File: src/rtl/orion_types_pkg.sv
// Shared Orion type definitions used by the memory arbiter and its picker.
package orion_types;

  typedef enum logic [1:0] {
    ARB_IDLE   = 2'd0,
    ARB_BUSY_I = 2'd1,
    ARB_BUSY_D = 2'd2
  } arb_state_t;

  typedef enum logic {
    ARB_OWNER_IMEM = 1'b0,
    ARB_OWNER_DMEM = 1'b1
  } arb_owner_t;

  // Bit positions of each requester in the req/grant vectors.
  localparam int unsigned ARB_REQ_IMEM = 0;
  localparam int unsigned ARB_REQ_DMEM = 1;

endpackage

File: src/rtl/orion_rr_arb2.sv
// Two-way round-robin picker: a lone request always wins, a tie goes to
// whichever requester did not win last time. Purely combinational.
module orion_rr_arb2
  import orion_types::*;
(
  input  logic [1:0] req,
  input  arb_owner_t last_grant,
  output logic [1:0] grant
);

  // One-hot grant selection from the request pair and previous winner.
  always_comb begin
    grant = 2'b00;
    case (req)
      2'b01:   grant = 2'b01;
      2'b10:   grant = 2'b10;
      2'b11:   grant = (last_grant == ARB_OWNER_IMEM) ? 2'b10 : 2'b01;
      default: grant = 2'b00;
    endcase
  end

endmodule

File: src/rtl/orion_mem_arbiter.sv
// Shares one memory slave port between instruction fetch (imem) and
// load/store (dmem). Requests are registered toward the slave; acks and
// read data are routed combinationally back to the owning master.
//
// state      | meaning
// -----------+---------------------------------------------------------
// ARB_IDLE   | no transaction open; sample both valids, grant one
// ARB_BUSY_I | fetch request presented to slave, waiting for mem_ack
// ARB_BUSY_D | load/store request presented to slave, waiting for mem_ack
module orion_mem_arbiter
  import orion_types::*;
#(
  parameter  int ADDRW = 32,
  parameter  int DATAW = 32,
  localparam int MASKW = DATAW / 8
) (
  input  logic             clk,
  input  logic             rst_n,

  input  logic [ADDRW-1:0] imem_addr,
  input  logic             imem_valid,
  output logic [DATAW-1:0] imem_rdata,
  output logic             imem_ack,

  input  logic [ADDRW-1:0] dmem_addr,
  input  logic             dmem_valid,
  input  logic [DATAW-1:0] dmem_wdata,
  input  logic [MASKW-1:0] dmem_mask,
  input  logic             dmem_we,
  output logic [DATAW-1:0] dmem_rdata,
  output logic             dmem_ack,

  output logic [ADDRW-1:0] mem_addr,
  output logic             mem_valid,
  output logic [DATAW-1:0] mem_wdata,
  output logic [MASKW-1:0] mem_mask,
  output logic             mem_we,
  input  logic [DATAW-1:0] mem_rdata,
  input  logic             mem_ack
);

  arb_state_t state;
  arb_owner_t last_grant;
  logic [1:0] req;
  logic [1:0] grant;

  assign req[ARB_REQ_IMEM] = imem_valid;
  assign req[ARB_REQ_DMEM] = dmem_valid;

  orion_rr_arb2 u_rr (
    .req        (req),
    .last_grant (last_grant),
    .grant      (grant)
  );

  // Grant in IDLE latches the winner's request; completion returns to IDLE.
  // Valid drops during BUSY are ignored: the slave transaction always finishes.
  always_ff @(posedge clk or negedge rst_n) begin
    if (!rst_n) begin
      state      <= ARB_IDLE;
      last_grant <= ARB_OWNER_IMEM;
      mem_valid  <= 1'b0;
      mem_addr   <= '0;
      mem_wdata  <= '0;
      mem_mask   <= '0;
      mem_we     <= 1'b0;
    end else begin
      case (state)
        ARB_IDLE: begin
          if (grant[ARB_REQ_DMEM]) begin
            state      <= ARB_BUSY_D;
            last_grant <= ARB_OWNER_DMEM;
            mem_valid  <= 1'b1;
            mem_addr   <= dmem_addr;
            mem_wdata  <= dmem_wdata;
            mem_mask   <= dmem_mask;
            mem_we     <= dmem_we;
          end else if (grant[ARB_REQ_IMEM]) begin
            state      <= ARB_BUSY_I;
            last_grant <= ARB_OWNER_IMEM;
            mem_valid  <= 1'b1;
            mem_addr   <= imem_addr;
            mem_wdata  <= '0;
            mem_mask   <= '1;
            mem_we     <= 1'b0;
          end
        end
        ARB_BUSY_I, ARB_BUSY_D: begin
          if (mem_ack) begin
            state     <= ARB_IDLE;
            mem_valid <= 1'b0;
          end
        end
        default: begin
          state     <= ARB_IDLE;
          mem_valid <= 1'b0;
        end
      endcase
    end
  end

  // Read data goes to both masters unqualified; only the ack marks it valid.
  // An ack arriving while IDLE never reaches either master.
  assign imem_ack   = (state == ARB_BUSY_I) & mem_ack;
  assign dmem_ack   = (state == ARB_BUSY_D) & mem_ack;
  assign imem_rdata = mem_rdata;
  assign dmem_rdata = mem_rdata;

endmodule

File: config.mk
export PLATFORM = sky130hd
export DESIGN_NAME = orion_mem_arbiter
export DESIGN_NICKNAME = d
export VERILOG_FILES = /design/src/rtl/orion_types_pkg.sv /design/src/rtl/orion_rr_arb2.sv /design/src/rtl/orion_mem_arbiter.sv
export SDC_FILE = /design/constraint.sdc
export NUM_CORES = 1
export LEC_CHECK = 0
export BUFFER_PORTS_ARGS = -buffer_cell sky130_fd_sc_hd__buf_2
export CAP_MARGIN = 10
export CORE_AREA = 4 4 105 107
export CTS_BUF_LIST = sky130_fd_sc_hd__clkbuf_4
export DETAILED_ROUTE_END_ITERATION = 10
export DIE_AREA = 0 0 109 111
export PLACE_DENSITY = 0.71
export SETUP_SLACK_MARGIN = 0.2
export SLEW_MARGIN = 20
export SYNTH_ARGS = -nofsm -noshare
export SYNTH_HDL_FRONTEND = slang
export SYNTH_SLANG_ARGS = --single-unit
File: constraint.sdc
create_clock -name clk -period 3.63 [get_ports clk]
set_clock_uncertainty 0.05 [all_clocks]
set_input_delay 1.089 -clock clk [delete_from_list [all_inputs] [get_ports clk]]
set_output_delay 1.089 -clock clk [all_outputs]
set_load 0.05 [all_outputs]
==> results of run 1 <==
-- state kept, by name, indices dropped and copies added (netlist names) --
name / cells
mem_addr: 32
mem_wdata: 32
mem_mask: 4
state: 2
last_grant: 1
mem_valid: 1
mem_we: 1
-- layout by cell type (no fill, tap or decap) --
cell type / count
a21bo_1: 1
a21boi_2: 1
a21oi_1: 67
a22o_1: 33
and2_1: 3
buf_2: 176
buf_4: 6
bufinv_16: 2
clkbuf_4: 10
clkinv_2: 1
clkinv_4: 1
clkinvlp_4: 1
dfrtp_1: 73
diode_2: 1
ha_1: 3
inv_1: 3
nand2_1: 35
nand2b_1: 1
nor2_1: 34
nor2b_1: 1
o21a_1: 1
o21ai_4: 1
o22a_1: 5
o22ai_1: 1
-- logic make-up after synthesis --
kind of cell	count (synthesis)	share of synthesized area, %
buf+inv	89	17.5
fa+ha+maj	3	1.08
simple gates	74	8.37
flops	73	52.7
compound gates	110	20.4
-- routing by layer --
layer	vias up	global-route usage [%]	share of wire (%)
li1	1332	-	-
met1	1309	17.2	38
met2	147	27.6	52
met3	11	5.59	9.0
met4	0	3.37	0.99
met5	-	0	0
-- metrics by stage --
| stage | setup slack (ps) | instances | util [%] | hold WS (ps) |
|---|---|---|---|---|
| 2_1_floorplan | 990 | 349 | - | 444 |
| 3_3_place_gp | 950 | 581 | 39.3 | 436 |
| 3_5_place_dp | 928 | 581 | 39.3 | 437 |
| 4_1_cts | 927 | 596 | 40.8 | 466 |
| 5_1_grt | 906 | 596 | 40.8 | 485 |
| 6_report | 932 | 597 | 40.8 | 453 |
-- area by class of cell --
cell class              instances  share of cell area, %
clock buffers                  10                   1.81
diodes                          1                 0.0604
multi-input cells             187                   25.3
repair buffers                182                   22.4
inverters                       3                  0.272
flip-flops and latches         73                   44.1
well taps                     136                   4.11
clock inverters                 5                   1.96
-- power groups by stage --
stage	Sequential [µW]	Clock, µW	Combinational (µW)
floorplan	2850	0	950
global placement	1460	0	2840
detailed placement	1470	0	2860
CTS	1460	589	2860
global route	1520	622	3010
finish	1460	559	2830
-- worst max path at each step --
stage | startpoint | endpoint | slack [ps]
2_1_floorplan | mem_ack | dmem_ack | 990
3_3_place_gp | mem_ack | imem_ack | 950
3_5_place_dp | mem_ack | imem_ack | 930
4_1_cts | mem_ack | imem_ack | 930
5_1_grt | state[0] | dmem_ack | 910
6_report | mem_ack | imem_ack | 930
==> run_results.csv, run 1 <==
group,metric,value,unit
place,placed_area,3980,µm²
power,p_leak,0.00216,µW
clocking,cts-root-buf,"clkbuf_4",
yosys,synth_seq_area_share,52.7,%
worst_setup_path,path_depth,3,
routing,ant_nets,0,
power,vdd_ir_drop_max,0.641,mV
yosys,netlist_top_cells_count,"dfrtp_1 (73), a21oi_1 (67), buf_4 (67)",
finish,syn_to_final_growth,19.4,%
timing,hold_viol,0,
clocking,clk_pin_slew,110,ps
yosys,synth_top_area_share,52.7,%
global_route,grt_pass1_vias,2865,
clocking,cts_made_buffers,9,
min_path,hold_path_class,"flip-flop to flip-flop",
worst_setup_path,cp_common_cell,"buf_2",
finish,seqCellArea,1830,µm²
routing,first_pass_iters,4,
worst_setup_path,crit_required,2490,ps
worst_setup_path,r2r_end,"mem_addr[19]",
worst_setup_path,start_kind,"input port",
yosys,yosysWarnings,0,
worst_setup_path,arrival,1560,ps
min_path,hold_depth,1,
yosys,synth_nets,490,
yosys,ys_seq_elements,73,
yosys,synthTopCellsByArea,"dfrtp_1 (53%), buf_4 (15%), a21oi_1 (9.7%)",
worst_setup_path,cpPeakStageDelay,250,ps
worst_setup_path,ff2ff_path_depth,6,
clocking,htreeDepth,3,
timing,maxSlewViolCount,0,
power,p_sw,2660,µW
floorplanning,die_area,12100,µm²
clocking,cts_resized,0,
floorplanning,row_count,37,
yosys,ys_types,19,
floorplanning,fp.dieW,109,µm
timing,max_freq,0.371,GHz
yosys,yosys.area.top_type,"dfrtp_1",
power,power_frac_seq,30.0,%
yosys,synth_edf_count,0,
min_path,hold_path_end,"mem_valid",
yosys,synth_top_flop_cell,"dfrtp_1",
timing,worstMarginPinSlew,880,ps
power,pwr-share-comb,58.4,%
timing,relSlewSlack,41.3,%
worst_setup_path,rrSetupSlack,1760,ps
timing,fin_crit_sh,74.3,%
power,p_clk_share,11.5,%
power,total_power,4850,µW
routing,vias_per_cell,4.69,
finish,fin_area,4140,µm²
timing,min_period,2700,ps
worst_setup_path,cp_top_family,"buffers and inverters",
routing,routed-via-count,2799,
worst_setup_path,crit_type,"input port to primary output",
global_route,grt_pass1_wl,14.7,mm
floorplanning,initial_core_util,34.2,%
yosys,ys_async_sr_fraction,100,%
place,dp_hpwl,7.11,mm
global_route,antenna_found_initial,0,
yosys,avgSynthCellArea,9.94,µm²
floorplanning,die_y,111,µm
floorplanning,io_pins,274,
clocking,hold_buffers,0,
status,status,"finished, final reports clean",
worst_setup_path,end_kind,"primary output",
finish,fillerInstances,1017,
global_route,grt_overflow_total,0,
finish,fin_nets,597,
job,drv_cap,0,
worst_setup_path,cp_cell_sequence,"buf_2, and2_1, buf_2",
timing,finalSetupViolations,0,
clocking,clockBufferDepth,2,
power,switching_share,54.8,%
power,power_density,1170,nW/µm²
clocking,clock_latency,390,ps
worst_setup_path,crit_fanout,3,
routing,drt_iter0_drc,138,
routing,wire_per_inst,15.9,µm
finish,multiInputGateArea,1050,µm²
clocking,postCtsSetupRepairBufs,0,
worst_setup_path,rr_startpoint,"state[0]",
min_path,min_from,"mem_valid",
worst_setup_path,timing.critical_path.buf_inv,2,
timing,final.setup.tns,0,ps
routing,route.detailed.drc,0,
global_route,grt_max_degree,74,
clocking,clkSinkCount,73,
yosys,synth_cells,349,
finish,drive_gt1_share,43.3,%
routing,routed_wirelength,9.49,mm
worst_setup_path,cp_slowest_cell,"buf_2",
place,routabilityCongestion,0.749,
power,internal-power,2190,µW
clocking,cts_tree,"done",
timing,rsz0062_at_grt,"false",
yosys,synth_area,3470,µm²
yosys,post-synth-top-count-cell,"dfrtp_1",
place,port_buffers,177,
floorplanning,core_area,10100,µm²
global_route,track_usage,15.4,%
Note: power is estimated with default switching activity, not from simulation.
==> inputs of run 2 (changes only) <==
CORE_AREA = 4 4 103 105   (was 4 4 105 107)
DIE_AREA = 0 0 107 109   (was 0 0 109 111)
PLACE_DENSITY = 0.74   (was 0.71)
clock period = 2.75 ns   (was 3.63 ns; I/O delays follow)
==> run_results.csv, run 2 (synthesis gave the netlist of run 1 again) <==
group,metric,value,unit
power,p_clk_share,13.0,%
finish,fin_util,43.4,%
clocking,cts_made_buffers,9,
timing,hold_viol,0,
clocking,hold_buffers,0,
worst_setup_path,cp_cell_sequence,"inv_1, ha_1, and2_1, buf_2",
global_route,antenna_found_initial,0,
clocking,htreeDepth,3,
worst_setup_path,r2r_end,"mem_wdata[26]",
floorplanning,die_area,11700,µm²
finish,fillerInstances,980,
clocking,clk_pin_slew,130,ps
worst_setup_path,crit_type,"flip-flop to primary output",
timing,relSlewSlack,60.9,%
place,port_buffers,177,
power,power_frac_seq,29.6,%
timing,rsz0062_at_grt,"false",
power,power_density,1550,nW/µm²
global_route,grt_max_degree,49,
routing,first_pass_iters,4,
clocking,postCtsSetupRepairBufs,0,
routing,ant_nets,0,
worst_setup_path,cpPeakStageDelay,400,ps
power,p_leak,0.00218,µW
timing,final.setup.tns,0,ps
worst_setup_path,arrival,1410,ps
worst_setup_path,cp_slowest_cell,"dfrtp_1",
timing,fin_crit_sh,83.0,%
worst_setup_path,crit_required,1880,ps
floorplanning,core_area,9640,µm²
place,routabilityCongestion,0.748,
floorplanning,die_y,109,µm
timing,worst_slack,468,ps
finish,largestRegisters,"mem_addr (32), mem_wdata (32), mem_mask (4)",
finish,fin_nets,598,
place,dp_cells,579,
place,dp_hpwl,7.09,mm
power,pwr-share-comb,57.4,%
floorplanning,initial_core_util,36.0,%
finish,drive_gt1_share,43.6,%
routing,drt_iter0_drc,169,
global_route,track_usage,15.5,%
routing,routed_wirelength,9.21,mm
clocking,clkSinkCount,73,
routing,wire_per_inst,15.5,µm
power,vdd_ir_drop_max,0.822,mV
timing,max_freq,0.438,GHz
timing,worstMarginPinSlew,587,ps
finish,syn_to_final_growth,20.6,%
global_route,grt_pass1_wl,14.2,mm
finish,multiInputGateArea,1050,µm²
finish,final_common_cell,"buf_2",
worst_setup_path,end_kind,"primary output",
power,internal-power,2990,µW
power,switching_share,54.0,%
worst_setup_path,rr_startpoint,"state[1]",
finish,layout.cells.non_filler,594,
clocking,clock_latency,400,ps
clocking,cts_resized,0,
timing,min_period,2280,ps
global_route,grt_overflow_total,0,
status,status,"finished, final reports clean",
finish,seqCellArea,1830,µm²
routing,vias_per_cell,4.77,
finish,final_cell_mix,"buf_2 (176), dfrtp_1 (73), a21oi_1 (67), nand2_1 (35), nor2_1 (34)",
worst_setup_path,ff2ff_path_depth,4,
worst_setup_path,cp_top_family,"flip-flops",
worst_setup_path,crit_fanout,3,
floorplanning,row_count,36,
timing,maxSlewViolCount,0,
finish,n_antenna_cell,0,
floorplanning,io_pins,274,
global_route,grt_pass1_vias,2850,
clocking,cts_tree,"done",
place,preCtsSetupSlack,307,ps
clocking,cts-root-buf,"clkbuf_4",
power,p_sw,3510,µW
min_path,hold_path_class,"input port to asynchronous set/reset pin",
routing,routed-via-count,2836,
routing,route.detailed.drc,0,
worst_setup_path,timing.critical_path.buf_inv,2,
floorplanning,fp.dieW,107,µm
timing,finalSetupViolations,0,
worst_setup_path,start_kind,"flip-flop",
clocking,clockBufferDepth,2,
worst_setup_path,rrSetupSlack,980,ps
job,drv_cap,0,
## run 2: changes by cell type in the layout (fill, tap and decap cells not counted), sizes merged
cell / change
clkinv: -2
inv: +2
buf: +1
diode: -1
clkbuf: -1
bufinv: +1
## run 2: worst max path at each step
stage	startpoint	to	slack, ps	depth (start not counted)
2_1_floorplan	mem_ack	dmem_ack	640	1
3_3_place_gp	dmem_valid	mem_wdata[29]	380	4
3_5_place_dp	dmem_valid	mem_wdata[26]	310	4
4_1_cts	state[0]	dmem_ack	400	4
5_1_grt	state[1]	imem_ack	340	4
6_report	state[1]	imem_ack	470	4
## run 2: metal layers
layer  wire length [µm]  track usage [%]
met2               4510             26.2
met4                197             6.48
met5                  0                0
met3                983             5.45
met1               3510             18.0
## run 2: stage by stage
stage                     hold slack, ps  instance area (µm²)  total power [µW]
after floorplan                      444                 3470              5020
final                                283                 4180              6490
after global placement               431                 4000              5640
after detailed placement             437                 4000              5700
after CTS                            260                 4180              6570
after global routing                 273                 4180              6890
## run 2: final cells by class
class | instances | area share, %
Inverter | 3 | 0.269
Clock inverter | 6 | 2.75
Clock buffer | 9 | 1.62
Tap cell | 133 | 3.98
Timing Repair Buffer | 183 | 22.6
Multi-Input combinational cell | 187 | 25.1
Sequential cell | 73 | 43.7
## run 2: worst reg2reg max path, cell delays in order, from the launching register on
cell and delay, ps:
dfrtp_1 400, inv_1 100, ha_1 330, and2_2 590
a22o_1 230
## run 2: power groups by stage
stage | logic (µW) | clock network, µW | registers, µW
finish | 3730 | 843 | 1920
global route | 3960 | 930 | 2000
CTS | 3770 | 882 | 1930
detailed placement | 3780 | 0 | 1930
global placement | 3710 | 0 | 1930
floorplan | 1250 | 0 | 3770
==> inputs of run 3 (changes only) <==
ABC_AREA = 1   (was default)
CORE_AREA = 4 4 104 106   (was 4 4 103 105)
DIE_AREA = 0 0 108 110   (was 0 0 107 109)
PLACE_DENSITY = 0.78   (was 0.74)
clock period = 2.1 ns   (was 2.75 ns; I/O delays follow)
==> run_results.csv, run 3 <==
group,metric,value,unit
status,status,"finished, final reports clean",
yosys,synth_seq_area_share,46.2,%
clocking,clk_pin_slew,120,ps
power,p_leak,0.00297,µW
routing,ant_nets,0,
yosys,yosysWarnings,0,
yosys,ys_types,14,
worst_setup_path,cp_common_cell,"inv_2",
clocking,clock_latency,400,ps
clocking,clkSinkCount,73,
worst_setup_path,rr_startpoint,"state[1]",
worst_setup_path,crit_fanout,3,
worst_setup_path,crit_type,"flip-flop to primary output",
routing,route.detailed.drc,0,
timing,min_period,1980,ps
worst_setup_path,rrSetupSlack,390,ps
finish,fillerInstances,983,
yosys,synth_top_area_share,46.2,%
place,placed_area,4530,µm²
worst_setup_path,path_depth,5,
yosys,ys_async_sr_fraction,100,%
worst_setup_path,cpPeakStageDelay,410,ps
global_route,grt_pass1_vias,3330,
worst_setup_path,end_kind,"primary output",
yosys,netlist_top_cells_count,"nand2_1 (211), dfrtp_1 (73), buf_4 (72)",
power,p_sw,4710,µW
job,drv_cap,0,
yosys,synth_cells,528,
yosys,synth_top_flop_cell,"dfrtp_1",
timing,relSlewSlack,71.9,%
global_route,grt_max_degree,43,
worst_setup_path,crit_required,1420,ps
routing,first_pass_iters,4,
yosys,yosys.area.top_type,"dfrtp_1",
worst_setup_path,start_kind,"flip-flop",
finish,drive_gt1_share,33.1,%
yosys,synth_nets,669,
worst_setup_path,cp_cell_sequence,"inv_2, ha_1, nand2_1, inv_2, buf_6",
finish,largestRegisters,"mem_addr (32), mem_wdata (32), mem_mask (4)",
yosys,synthTopCellsByArea,"dfrtp_1 (46%), nand2_1 (20%), buf_4 (14%)",
power,power_density,1790,nW/µm²
routing,routed-via-count,3377,
worst_setup_path,timing.critical_path.buf_inv,3,
routing,wire_per_inst,12.5,µm
yosys,synth_edf_count,0,
place,port_buffers,177,
floorplanning,fp.dieW,108,µm
clocking,cts_tree,"done",
finish,final_common_cell,"nand2_1",
yosys,ys_seq_elements,73,
worst_setup_path,cp-startpoint,"state[0]",
timing,maxSlewViolCount,0,
worst_setup_path,cp_slowest_cell,"dfrtp_1",
min_path,hold_path_class,"input port to asynchronous set/reset pin",
timing,finalSetupViolations,0,
floorplanning,row_count,36,
power,pwr-share-comb,59.0,%
timing,max_freq,0.505,GHz
worst_setup_path,r2r_end,"mem_addr[21]",
power,power_frac_seq,29.3,%
floorplanning,die_area,11900,µm²
floorplanning,core_area,9770,µm²
power,switching_share,55.7,%
worst_setup_path,arrival,1300,ps
power,vdd_ir_drop_max,0.890,mV
clocking,htreeDepth,3,
clocking,cts_made_buffers,9,
timing,hold_viol,0,
worst_setup_path,ff2ff_path_depth,8,
yosys,synth_area,3960,µm²
finish,fin_area,4710,µm²
clocking,cts-root-buf,"clkbuf_4",
floorplanning,die_y,110,µm
routing,vias_per_cell,4.34,
finish,final_cell_mix,"nand2_1 (211), buf_2 (174), dfrtp_1 (73), inv_1 (66), nand3_1 (65)",
place,dp_hpwl,7.36,mm
timing,rsz0062_at_grt,"true",
finish,syn_to_final_growth,19.2,%
global_route,track_usage,16.7,%
timing,final.setup.tns,0,ps
routing,drt_iter0_drc,165,
global_route,antenna_found_initial,1,
timing,worstMarginPinSlew,421,ps
timing,fin_crit_sh,94.3,%
finish,n_antenna_cell,0,
routing,routed_wirelength,9.75,mm
yosys,avgSynthCellArea,7.49,µm²
power,p_clk_share,11.7,%
global_route,grt_overflow_total,0,
place,routabilityCongestion,0.736,
yosys,post-synth-top-count-cell,"nand2_1",
global_route,grt_pass1_wl,15.6,mm
floorplanning,io_pins,274,
floorplanning,initial_core_util,40.5,%
finish,fin_nets,782,
clocking,hold_buffers,0,
clocking,clockBufferDepth,2,
worst_setup_path,cp_top_family,"flip-flops",
power,internal-power,3740,µW
## run 3: cell types whose count changed after synthesis, moves of 5 or more
cell     previous run  this run
nand2_1            35       211
a21oi_1            67         0
inv_1               3        70
nand3_1             0        65
a22o_1             33         0
nor2_1             34        12
buf_2              16         9
buf_4              67        72
o22a_1              5         0
## run 3: area by class of cell
cell class	instances	area, µm²	area share [%]
timing repair buffer	190	1050	22.3
sequential	73	1830	38.7
inverter	72	270	5.73
clock buffer	9	67.6	1.43
tap	133	166	3.53
clock inverter	7	92.6	1.96
multi-input combinational	295	1240	26.3
## run 3: worst max-delay path by stage
stage	to	slack (ps)
3_5_place_dp	imem_ack	350
2_1_floorplan	dmem_ack	450
3_3_place_gp	dmem_ack	360
6_report	dmem_ack	120
4_1_cts	imem_ack	80
5_1_grt	dmem_ack	40
## run 3: power groups by stage
| stage | registers, µW | clock network (µW) | logic [µW] |
|---|---|---|---|
| final | 2480 | 987 | 4980 |
| after floorplan | 4910 | 0 | 1650 |
| after detailed placement | 2490 | 0 | 5020 |
| after global routing | 2560 | 1090 | 5360 |
| after global placement | 2480 | 0 | 4960 |
| after CTS | 2480 | 1030 | 5040 |
## run 3: what timing repair did
item,CTS,global route
gates cloned,0,0
resized for setup,5,4
setup buffers,1,0
setup endpoints to repair,2,5
## run 3: layer usage
layer	track usage [%]	share of wire [%]
met5	0	0.13
met4	6.31	1.6
met3	4.95	9.1
met2	30.1	48
met1	18.7	41
## run 3: logic make-up (layout without fill, tap and decap cells)
| family | count (synthesis) | count (layout) | share of synthesized area (%) |
|---|---|---|---|
| flip-flops | 73 | 73 | 46.2 |
| adder cells (fa/ha/maj) | 3 | 3 | 0.949 |
| buffers and inverters | 160 | 278 | 22.5 |
| AND/OR/NAND/NOR | 292 | 292 | 30.4 |
## run 3: per-stage QoR
step	utilization [%]	total power (µW)	hold slack, ps	setup WS (ps)	instances
after detailed placement	46.4	7510	411	346	762
after global routing	48.2	9010	74.4	39.5	779
final	48.2	8450	88.6	121	779
after global placement	46.4	7450	407	357	762
after CTS	48.2	8540	77.3	82.3	779
after floorplan	-	6560	284	450	528
